### src/rtl/pix_word_packer.sv
// Packs 12-bit pixels into little-endian 16-bit words (4 pixels -> 3 words), tags the final
// word of each frame and buffers words in a first-word fall-through FIFO with drop flagging.
module pix_word_packer #(
  parameter int unsigned FifoDepth  = 8,
  parameter int unsigned IdleCycles = 4,
  parameter int unsigned CountWidth = 24
) (
  input  logic                  pix_clk,
  input  logic                  pix_rst_n,
  input  logic                  pix_frameValid,
  input  logic [11:0]           pix_d,
  input  logic                  pix_dValid,
  output logic [15:0]           word_d,
  output logic                  word_last,
  output logic                  word_valid,
  input  logic                  word_ready,
  output logic                  overflow,
  output logic [CountWidth-1:0] frame_pixCount,
  output logic                  frame_done
);

  localparam int unsigned PtrW  = (FifoDepth > 1) ? $clog2(FifoDepth) : 1;
  localparam int unsigned IdleW = $clog2(IdleCycles + 1);
  localparam logic [IdleW-1:0]      IdleMax  = IdleW'(IdleCycles);
  localparam logic [IdleW-1:0]      IdleOne  = IdleW'(1);
  localparam logic [CountWidth-1:0] CountOne = CountWidth'(1);

  typedef enum logic [1:0] {StIdle, StActive, StFlushStage, StFlushResid} state_e;

  state_e                state_q, state_d;
  logic [1:0]            phase_q, phase_d, phase_cur;
  // Leftover pixel bits, right-aligned and zero-padded above.
  logic [11:0]           resid_q, resid_d;
  logic [15:0]           stage_q, stage_d, new_word;
  logic                  stage_vld_q, stage_vld_d, stage_vld_cur;
  logic [IdleW-1:0]      idle_q, idle_d, idle_inc;
  logic [CountWidth-1:0] count_q, count_d, count_cur;
  logic                  ovf_q, ovf_set, ovf_clr;
  logic                  done_q, done_d;
  logic                  accept, push, push_last;
  logic [15:0]           push_word;

  logic [16:0]           mem_q [FifoDepth];
  logic [PtrW:0]         wr_ptr_q, rd_ptr_q;
  logic                  full, empty, do_pop;
  logic [16:0]           head;

  always_comb begin
    state_d       = state_q;
    phase_d       = phase_q;
    resid_d       = resid_q;
    stage_d       = stage_q;
    stage_vld_d   = stage_vld_q;
    idle_d        = idle_q;
    count_d       = count_q;
    done_d        = 1'b0;
    ovf_set       = 1'b0;
    ovf_clr       = 1'b0;
    push          = 1'b0;
    push_word     = stage_q;
    push_last     = 1'b0;
    accept        = 1'b0;
    new_word      = '0;
    phase_cur     = phase_q;
    stage_vld_cur = stage_vld_q;
    count_cur     = count_q;
    idle_inc      = idle_q + IdleOne;

    unique case (state_q)
      StIdle: begin
        if (pix_frameValid) begin
          state_d       = StActive;
          accept        = pix_dValid;
          phase_cur     = '0;
          phase_d       = '0;
          stage_vld_cur = 1'b0;
          stage_vld_d   = 1'b0;
          count_cur     = '0;
          count_d       = '0;
          idle_d        = '0;
          ovf_clr       = 1'b1;
        end
      end
      StActive: begin
        accept = pix_dValid;
        if (!pix_frameValid && !pix_dValid) begin
          if (idle_inc == IdleMax) begin
            idle_d  = '0;
            state_d = StFlushStage;
          end else begin
            idle_d = idle_inc;
          end
        end else begin
          idle_d = '0;
        end
      end
      StFlushStage: begin
        ovf_set = pix_dValid;
        if (stage_vld_q) begin
          push        = 1'b1;
          push_word   = stage_q;
          push_last   = (phase_q == 2'd0);
          stage_vld_d = 1'b0;
        end
        if (phase_q != 2'd0) begin
          state_d = StFlushResid;
        end else begin
          state_d = StIdle;
          done_d  = 1'b1;
        end
      end
      StFlushResid: begin
        ovf_set   = pix_dValid;
        push      = 1'b1;
        push_word = {4'b0, resid_q};
        push_last = 1'b1;
        phase_d   = '0;
        state_d   = StIdle;
        done_d    = 1'b1;
      end
      default: state_d = StIdle;
    endcase

    if (accept) begin
      count_d = (&count_cur) ? count_cur : count_cur + CountOne;
      phase_d = phase_cur + 2'd1;
      unique case (phase_cur)
        2'd0: resid_d = pix_d;
        2'd1: begin
          new_word = {pix_d[3:0], resid_q};
          resid_d  = {4'b0, pix_d[11:4]};
        end
        2'd2: begin
          new_word = {pix_d[7:0], resid_q[7:0]};
          resid_d  = {8'b0, pix_d[11:8]};
        end
        2'd3: begin
          new_word = {pix_d, resid_q[3:0]};
          resid_d  = '0;
        end
        default: resid_d = resid_q;
      endcase
      // A new word displaces the staged one into the FIFO; the staged word is never last here.
      if (phase_cur != 2'd0) begin
        stage_d     = new_word;
        stage_vld_d = 1'b1;
        if (stage_vld_cur) begin
          push      = 1'b1;
          push_word = stage_q;
          push_last = 1'b0;
        end
      end
    end
  end

  always_ff @(posedge pix_clk or negedge pix_rst_n) begin
    if (!pix_rst_n) begin
      state_q     <= StIdle;
      phase_q     <= '0;
      resid_q     <= '0;
      stage_q     <= '0;
      stage_vld_q <= 1'b0;
      idle_q      <= '0;
      count_q     <= '0;
      ovf_q       <= 1'b0;
      done_q      <= 1'b0;
    end else begin
      state_q     <= state_d;
      phase_q     <= phase_d;
      resid_q     <= resid_d;
      stage_q     <= stage_d;
      stage_vld_q <= stage_vld_d;
      idle_q      <= idle_d;
      count_q     <= count_d;
      done_q      <= done_d;
      if (ovf_clr) begin
        ovf_q <= 1'b0;
      end else if (ovf_set || (push && full)) begin
        ovf_q <= 1'b1;
      end
    end
  end

  // Fullness is taken before any same-cycle pop, so a push into a full FIFO always drops.
  assign empty  = (wr_ptr_q == rd_ptr_q);
  assign full   = (wr_ptr_q[PtrW-1:0] == rd_ptr_q[PtrW-1:0]) && (wr_ptr_q[PtrW] != rd_ptr_q[PtrW]);
  assign do_pop = !empty && word_ready;

  always_ff @(posedge pix_clk or negedge pix_rst_n) begin
    if (!pix_rst_n) begin
      wr_ptr_q <= '0;
      rd_ptr_q <= '0;
    end else begin
      if (push && !full) wr_ptr_q <= wr_ptr_q + 1'b1;
      if (do_pop)        rd_ptr_q <= rd_ptr_q + 1'b1;
    end
  end

  always_ff @(posedge pix_clk) begin
    if (push && !full) mem_q[wr_ptr_q[PtrW-1:0]] <= {push_last, push_word};
  end

  assign head           = mem_q[rd_ptr_q[PtrW-1:0]];
  assign word_valid     = !empty;
  assign word_d         = empty ? 16'h0 : head[15:0];
  assign word_last      = !empty && head[16];
  assign overflow       = ovf_q;
  assign frame_pixCount = count_q;
  assign frame_done     = done_q;

endmodule

### config.mk
export PLATFORM = sky130hd
export DESIGN_NAME = pix_word_packer
export DESIGN_NICKNAME = d
export VERILOG_FILES = /design/src/rtl/pix_word_packer.sv
export SDC_FILE = /design/constraint.sdc
export NUM_CORES = 1
export LEC_CHECK = 0
export ABC_AREA = 1
export ABC_CLOCK_PERIOD_IN_PS = 4200
export CORE_MARGIN = 2
export CORE_UTILIZATION = 59
export CTS_BUF_LIST = sky130_fd_sc_hd__clkbuf_8 sky130_fd_sc_hd__clkbuf_16
export CTS_CLUSTER_SIZE = 30
export DETAILED_ROUTE_END_ITERATION = 10
export HOLD_SLACK_MARGIN = 0.15
export PLACE_DENSITY_LB_ADDON = 0.12
export SLEW_MARGIN = 20
export SYNTH_ARGS = -nofsm -noshare
export SYNTH_HDL_FRONTEND = slang
export SYNTH_SLANG_ARGS = --single-unit
### constraint.sdc
create_clock -name pix_clk -period 4.2 [get_ports pix_clk]
set_input_delay 0.84 -clock pix_clk [delete_from_list [all_inputs] [get_ports pix_clk]]
set_output_delay 0.84 -clock pix_clk [all_outputs]
set_load 0.005 [all_outputs]
==> results of run 1 <==
## placed cells by master, fill, tap and decap left out, drive strengths merged, types with 3 or more instances in the layout
cell	n
a21oi	19
a31oi	17
buf	27
clkbuf	23
clkdlybuf4s50	59
clkinv	8
dfrtp	70
edfxtp	136
ha	9
inv	85
nand2	169
nand3	62
nand4	8
nor2	185
nor3	3
o21ai	142
o221ai	4
o22ai	23
xnor2	7
xor2	9
## where the power goes
| group | internal [mW] | switching (mW) | leakage [nW] | total [mW] |
|---|---|---|---|---|
| logic | 1.17 | 1.96 | 1.86 | 3.12 |
| clock network | 1.07 | 0.735 | 0.354 | 1.80 |
| registers | 2.80 | 0.262 | 2.16 | 3.06 |
| total | 5.03 | 2.95 | 4.38 | 7.99 |
## worst paths after layout
path	startpoint	to	slack, ns	cells after the start
worst max-delay path	rd_ptr_q[0]	word_d[2]	0.36	8
worst min-delay path	pix_rst_n	frame_pixCount[14]	0.47	1
worst max register to register	state_q[1]	mem_q[4][1]	1.31	14
worst min register to register	stage_q[0]	stage_q[0]	0.48	2
max in group asynchronous	pix_rst_n	frame_pixCount[5]	2.78	2
min in group pix_clk	stage_q[0]	stage_q[0]	0.48	2
## layer usage
| metal | vias up | wire [um] |
|---|---|---|
| li1 | 3541 | - |
| met2 | 304 | 10600 |
| met3 | 43 | 1630 |
| met4 | 0 | 385 |
| met5 | - | 0 |
| met1 | 3518 | 9670 |
## metrics by stage
step	instance area, um2	setup WS, ns
after CTS	11200	0.380
after global placement	10500	0.568
final	11200	0.357
after floorplan	9610	0.661
after global routing	11200	0.179
after detailed placement	10500	0.477
## cell type report
class,count,area [um2]
sequential,206,5840
fill,1199,4720
multi-input combinational,668,3270
timing repair buffer,86,816
clock buffer,23,553
inverter,81,304
tap,216,270
clock inverter,15,120
## cell families after synthesis
kind of cell,Yosys count
flip-flops,206
AND/OR/NAND/NOR,431
adder cells (fa/ha/maj),9
AO/OA/AOI/OAI,212
XOR/XNOR,16
buffers and inverters,128
## worst register-to-register path, cell delays in order, from the launching register on
cell,delay [ns]
dfrtp_1,0.43
inv_1,0.09
nand2_1,0.11
nor2_2,0.06
buf_4,0.15
nor2_1,0.17
inv_1,0.09
ha_1,0.32
nor2_4,0.16
nand3_1,0.07
nand2_1,0.14
nand2_2,0.14
or2_1,0.28
nor2_1,0.10
buf_4,0.27
## sequential cells by signal, indices dropped and copies added (netlist names), 2 cells and up
register / cells
frame_pixCount: 24
idle_q: 3
mem_q: 136
phase_q: 2
rd_ptr_q: 4
resid_q: 12
stage_q: 16
state_q: 2
wr_ptr_q: 4
==> results.toml, run 1 <==
[run_status]
outcome = "finished, final reports clean"

[grt]
grt_pass1_wl_mm = 35.9
antenna_found_initial = 0
grt_overflow_total = 0
use_met1 = 0.362
grt_pass1_vias = 7151
busiest_layer = "met2"
grt_use_met2 = 0.420
grt_usage = 0.256
use_met3 = 0.0336
grt_max_degree = 48

[drt]
via_count = 7406
drtAntennaViolNets = 0
drtPass1Iterations = 5
dr.first_iter.drc_count = 770
wl_per_cell_um = 17.2
routed_via_density = 5.72
drc = 0
routed_wl_mm = 22.3

[critical_path]
path_max_fanout = 26
path_class = "reg -> out"
cp.arrival_ns = 3.00
crit_family = "buffers and inverters"
cp_num_buf_inv = 2
crit_path_end_kind = "output pin"
worst_ep_required_time_ns = 3.36
cp_slowest_cell = "dfrtp_2"
path_cells = "xnor2_1, nand2_1, a21oi_1, nand2_1, buf_4, o21ai_0, a31oi_1, clkdlybuf4s50_1"
cpMostUsedCell = "nand2_1"
cpPeakStageDelay_ns = 0.69
start_kind = "flip-flop"

[power_and_ir_drop]
power_density_nw_per_um2 = 715
p_leak_nw = 4.38
peakVddDrop_v = 0.000397
power_mw = 7.99

[synthesis]
syn_inst = 1002
synth_async_sr_flop_share = 0.340
yosys-top-cells-area = "edfxtp_1 43%, dfrtp_1 18%, o21ai_0 7.3%, nor2_1 6.7%, nand2_1 6.2%"
synth_ff_type = "edfxtp_1"
syn_avg_cell_area_um2 = 9.58
syn_nets = 1028
synth_top_family_by_area = "simple AND/OR/NAND/NOR gates"
synth_most_common_cell = "nor2_1"
netlist_area_um2 = 9600
synthSimpleGateAreaFrac = 0.193
synth_compound_area_frac = 0.120
synthAdderAreaFrac = 0.0117
synth_cell_types = 38
synth-edff-count = 136
ys_ff_latch = 206
yosysTopAreaCell = "edfxtp_1"
synth_mux_area_frac = 0
synth_top_cells_by_count = "172 x nor2_1, 158 x nand2_1, 141 x o21ai_0"
yosysSeqAreaShare = 0.608
synth.top_cell.area_share = 0.425
synth_warnings = 0
synth_xor_area_frac = 0.0146

[placed_design]
hpwl_mm = 14.8
dp_cells = 1257
place.port_buffers = 60
routabilityCongestion = 0.895

[sta]
slew_viol_final = 0
post-route-period-util = 0.915
whs_ns = 0.471
maxSlewHeadroom = 0.255
layout_min_cycle_time_ns = 3.84
skew_ns = 0.0189
fin_setup_tns_ns = 0
rsz0062_at_grt = "false"
fmax_mhz = 260
hold_viol = 0
report.final.setup_viol = 0
worstMarginPinSlew_ns = 1.11

[clock_network]
clockRootBuffer = "clkbuf_16"
htree_levels = 1
clockBufferDepth = 3
cts_made_buffers = 21
clock_latency_ns = 0.50
clk_pin_slew_ns = 0.06
post_cts_buffers = 0
clock_sinks = 206
cts_tree = "yes"
holdBufCountCts = 0
ctsResizeCount = 0

[cells_and_area]
fin_nets = 1090
final_cells = 1295
final_util = 0.703
drive_gt1_frac = 0.0871
areaGrowthSynthToFinish_pct = 16.3
n_antenna_cell = 0

[floorplanning]
die_x_um = 132
rows = 46
initial_core_util = 0.604
fp.dieH_um = 132
ios = 61
die_area_um2 = 17300
fp.coreArea_um2 = 15900

[hold_path]
hp-class = "in -> async"

[flow_run]
max_cap_viol_count = 0
(Power assumes the default switching activity.)
==> inputs of run 2 (changes only) <==
- PLACE_DENSITY_LB_ADDON: 0.12 -> 0.3
==> results.toml, run 2 (synthesis results as in run 1) <==
[grt]
grt_pass1_wl_mm = 36.2
antenna_found_initial = 0
grt_max_degree = 71
grt_usage = 0.261
grt_pass1_vias = 7027
grt_overflow_total = 0

[cells_and_area]
drive_gt1_frac = 0.0874
largest_reg_flops = 136
most-common-layout-cells = "172 x nor2_1, 158 x nand2_1, 136 x o21ai_0, 136 x edfxtp_1, 75 x inv_1"
layout_commonest_cell = "nor2_1"
fin_nets = 1088
n_antenna_cell = 0
areaGrowthSynthToFinish_pct = 16.0

[sta]
post-route-period-util = 0.909
slew_viol_final = 0
hold_viol = 0
worstMarginPinSlew_ns = 1.18
layout_min_cycle_time_ns = 3.82
skew_ns = 0.00603
fin_setup_tns_ns = 0
maxSlewHeadroom = 0.206
fmax_mhz = 262
rsz0062_at_grt = "false"
report.final.setup_viol = 0

[drt]
drc = 0
routed_via_density = 5.72
drtAntennaViolNets = 0
dr.first_iter.drc_count = 636
via_count = 7381
wl_per_cell_um = 17.5
drtPass1Iterations = 5
routed_wl_mm = 22.6

[floorplanning]
fp.dieH_um = 132
initial_core_util = 0.604
rows = 46
die_x_um = 132
fp.coreArea_um2 = 15900
ios = 61
die_area_um2 = 17300

[critical_path]
cp.arrival_ns = 2.98
startpoint = "rd_ptr_q[0]"
path_max_fanout = 70
path_class = "reg -> out"
start_kind = "flip-flop"
crit_path_end_kind = "output pin"
r2r-start = "state_q[1]"
worst_ep_required_time_ns = 3.36

[power_and_ir_drop]
power_mw = 8.00
peakVddDrop_v = 0.000441
power_density_nw_per_um2 = 718
p_leak_nw = 4.36

[clock_network]
holdBufCountCts = 0
cts_tree = "yes"
cts_made_buffers = 21
htree_levels = 1
ctsResizeCount = 0
clock_latency_ns = 0.48
clockRootBuffer = "clkbuf_16"
clk_pin_slew_ns = 0.06
clock_sinks = 206
clockBufferDepth = 3
post_cts_buffers = 0

[run_status]
outcome = "finished, final reports clean"

[placed_design]
place.port_buffers = 60
hpwl_mm = 14.7
routabilityCongestion = 0.875

[hold_path]
hp-class = "in -> async"

[flow_run]
max_cap_viol_count = 0
-- run 2: layer usage --
layer  global-route usage  vias up  share of wire
met5                    0        -              0
met4               0.0640        0          0.013
met3               0.0378       31          0.070
met2                0.437      307           0.49
met1                0.362     3510           0.43
li1                     -     3533              -
-- run 2: worst paths after layout --
check / slack [ns] / depth (start not counted) / end
worst min-delay path: 0.33 / 1 / frame_pixCount[23]
worst min register to register: 0.49 / 2 / stage_q[11]
min in group pix_clk: 0.49 / 2 / stage_q[11]
worst max register to register: 1.37 / 13 / mem_q[0][2]
worst max-delay path: 0.38 / 6 / word_d[7]
max in group asynchronous: 2.83 / 2 / resid_q[7]
-- run 2: final cells by class --
class / instances / area, um2
clock inverter: 14 / 139
tap: 216 / 270
multi-input combinational: 668 / 3270
clock buffer: 22 / 539
inverter: 81 / 304
sequential: 206 / 5840
fill: 1189 / 4750
timing repair buffer: 84 / 776
-- run 2: critical path, cell delays in order (launching register included) --
cell	delay [ns]
dfrtp_2	0.40
buf_4	0.57
o21ai_0	0.32
o22ai_1	0.22
o21ai_0	0.11
a31oi_1	0.29
clkdlybuf4s50_1	0.56
-- run 2: power breakdown --
| group | internal, mW | total [mW] | switching (mW) |
|---|---|---|---|
| registers | 2.80 | 3.02 | 0.222 |
| logic | 1.12 | 3.13 | 2.01 |
| clock network | 1.11 | 1.84 | 0.733 |
| total | 5.03 | 8.00 | 2.97 |
-- run 2: per-stage QoR --
stage          hold WS [ns]  utilization  instance area (um2)  std cells  setup WS (ns)
2_1_floorplan         0.449            -                 9610       1002          0.661
3_3_place_gp          0.464        0.658                10500       1255          0.599
3_5_place_dp          0.466        0.658                10500       1255          0.529
4_1_cts               0.343        0.701                11100       1291          0.386
5_1_grt               0.355        0.701                11100       1291          0.160
6_report              0.330        0.701                11100       1291          0.384
==> inputs of run 3 (changes only) <==
--- a/config.mk
+++ b/config.mk
@@ -9,3 +9,3 @@
 export ABC_CLOCK_PERIOD_IN_PS = 4200
-export CORE_MARGIN = 2
+export CORE_MARGIN = 10
 export CORE_UTILIZATION = 59
==> constraint.sdc (replaced) <==
create_clock -name pix_clk -period 4.2 [get_ports pix_clk]
set_input_delay 0.42 -clock pix_clk [delete_from_list [all_inputs] [get_ports pix_clk]]
set_output_delay 0.42 -clock pix_clk [all_outputs]
set_load 0.005 [all_outputs]
==> results.toml, run 3 (synthesis results as in run 1) <==
[critical_path]
rrSetupSlack_ns = 1.24
rr_worst_depth = 14
path_max_fanout = 21
r2r-start = "state_q[1]"
start_kind = "flip-flop"
reg2reg_to = "mem_q[0][11]"
cp.arrival_ns = 3.30
crit_path_end_kind = "output pin"
worst_ep_required_time_ns = 3.78
startpoint = "rd_ptr_q[1]"
crit_end = "word_d[10]"
path_class = "reg -> out"

[grt]
antenna_found_initial = 0
grt_usage = 0.203
grt_overflow_total = 0
grt_pass1_vias = 7176
grt_pass1_wl_mm = 36.8
grt_max_degree = 45

[floorplanning]
fp.coreArea_um2 = 15900
rows = 46
ios = 61
initial_core_util = 0.602
die_area_um2 = 21800
die_x_um = 148
fp.dieH_um = 148

[hold_path]
hp-class = "reg -> reg"

[power_and_ir_drop]
switchingPower_mw = 2.93
pwr-share-clk = 0.233
internal_power_mw = 5.01
peakVddDrop_v = 0.000415
p_leak_nw = 4.34
power_density_nw_per_um2 = 714
p_seq_frac = 0.384
combPwrFrac = 0.383
p_sw_frac = 0.369

[clock_network]
cts_made_buffers = 21
clock_latency_ns = 0.50
clockBufferDepth = 3
clk_pin_slew_ns = 0.06
htree_levels = 1
cts_tree = "yes"
clockRootBuffer = "clkbuf_16"
ctsResizeCount = 0
clock_sinks = 206

[sta]
post-route-period-util = 0.887
skew_ns = 0.00847
worstMarginPinSlew_ns = 1.11
report.final.setup_viol = 0
rsz0062_at_grt = "false"
hold_viol = 0
whs_ns = 0.485
slew_viol_final = 0
fmax_mhz = 269
fin_setup_tns_ns = 0
layout_min_cycle_time_ns = 3.72
maxSlewHeadroom = 0.253

[placed_design]
place_area_um2 = 10400
routabilityCongestion = 0.890
dp_cells = 1252
place.port_buffers = 60
hpwl_mm = 14.8

[cells_and_area]
most-common-layout-cells = "172 x nor2_1, 158 x nand2_1, 139 x o21ai_0"
layout_commonest_cell = "nor2_1"
n_antenna_cell = 0
drive_gt1_frac = 0.0828
final_cells = 1291
register_area_um2 = 5840
final_util = 0.697
fin_nets = 1086
num-fill-cells = 1175
fin_area_um2 = 11100
areaGrowthSynthToFinish_pct = 15.8
largest_reg_flops = 136
multi_input_area_um2 = 3260

[drt]
drtAntennaViolNets = 0
drtPass1Iterations = 5
dr_wl_met3_mm = 1.76
routed_via_density = 5.70
routed-wl-met2_mm = 10.4
top_layer_used = "met4"
wl_per_cell_um = 17.3
wl_met1_mm = 9.76
drc = 0
dr.first_iter.drc_count = 678
routed_wl_mm = 22.3
via_count = 7359

[flow_run]
max_cap_viol_count = 0

[run_status]
outcome = "finished, final reports clean"
==> run 3: how the worst min path moves through the flow <==
stage / start / to / slack [ns] / depth (start not counted)
after floorplan: pix_rst_n / frame_done / 0.12 / 0
after global placement: stage_q[1] / stage_q[1] / 0.46 / 2
after detailed placement: stage_q[0] / stage_q[0] / 0.47 / 2
after CTS: stage_q[10] / stage_q[10] / 0.49 / 2
after global routing: stage_q[10] / stage_q[10] / 0.51 / 2
final: stage_q[8] / stage_q[8] / 0.48 / 2
==> run 3: power groups by stage <==
| stage | clock network (mW) | registers, mW | logic (mW) |
|---|---|---|---|
| 6_report | 1.84 | 3.05 | 3.04 |
| 5_1_grt | 1.94 | 3.09 | 3.41 |
| 4_1_cts | 1.88 | 3.04 | 3.03 |
| 3_5_place_dp | 0 | 3.08 | 3.00 |
| 3_3_place_gp | 0 | 3.07 | 2.92 |
| 2_1_floorplan | 0 | 2.99 | 1.86 |
==> run 3: through the flow <==
stage	worst slack (ns)	power, mW
floorplan	0.286	4.85
global placement	0.900	5.98
detailed placement	0.834	6.08
CTS	0.533	7.95
global route	0.273	8.45
finish	0.476	7.93
==> run 3: cell type report <==
class | count | share of cell area
clock inverters | 17 | 0.0140
repair buffers | 82 | 0.0687
flip-flops and latches | 206 | 0.525
clock buffers | 21 | 0.0473
inverters | 81 | 0.0274
multi-input cells | 668 | 0.293
well taps | 216 | 0.0243
==> run 3: critical path, cell delays in order (launching register included) <==
cell and delay (ns):
dfrtp_1 0.35, clkinv_1 0.46, nand2_1 0.21, a21oi_1 0.13, nand2_1 0.55, o21ai_0 0.27, a31oi_1 0.26, clkdlybuf4s50_1 0.56
==> run 3: layer usage <==
layer | vias to the layer above | track usage
met1 | 3509 | 0.275
met3 | 31 | 0.0409
met2 | 285 | 0.329
met4 | 0 | 0.0515
met5 | - | 0
li1 | 3534 | -
==> run 3: what timing repair did <==
action / CTS / global route
hold buffers: 1 / 0
endpoints found under the hold margin: 34 / 0
buffers inserted: 0 / 0
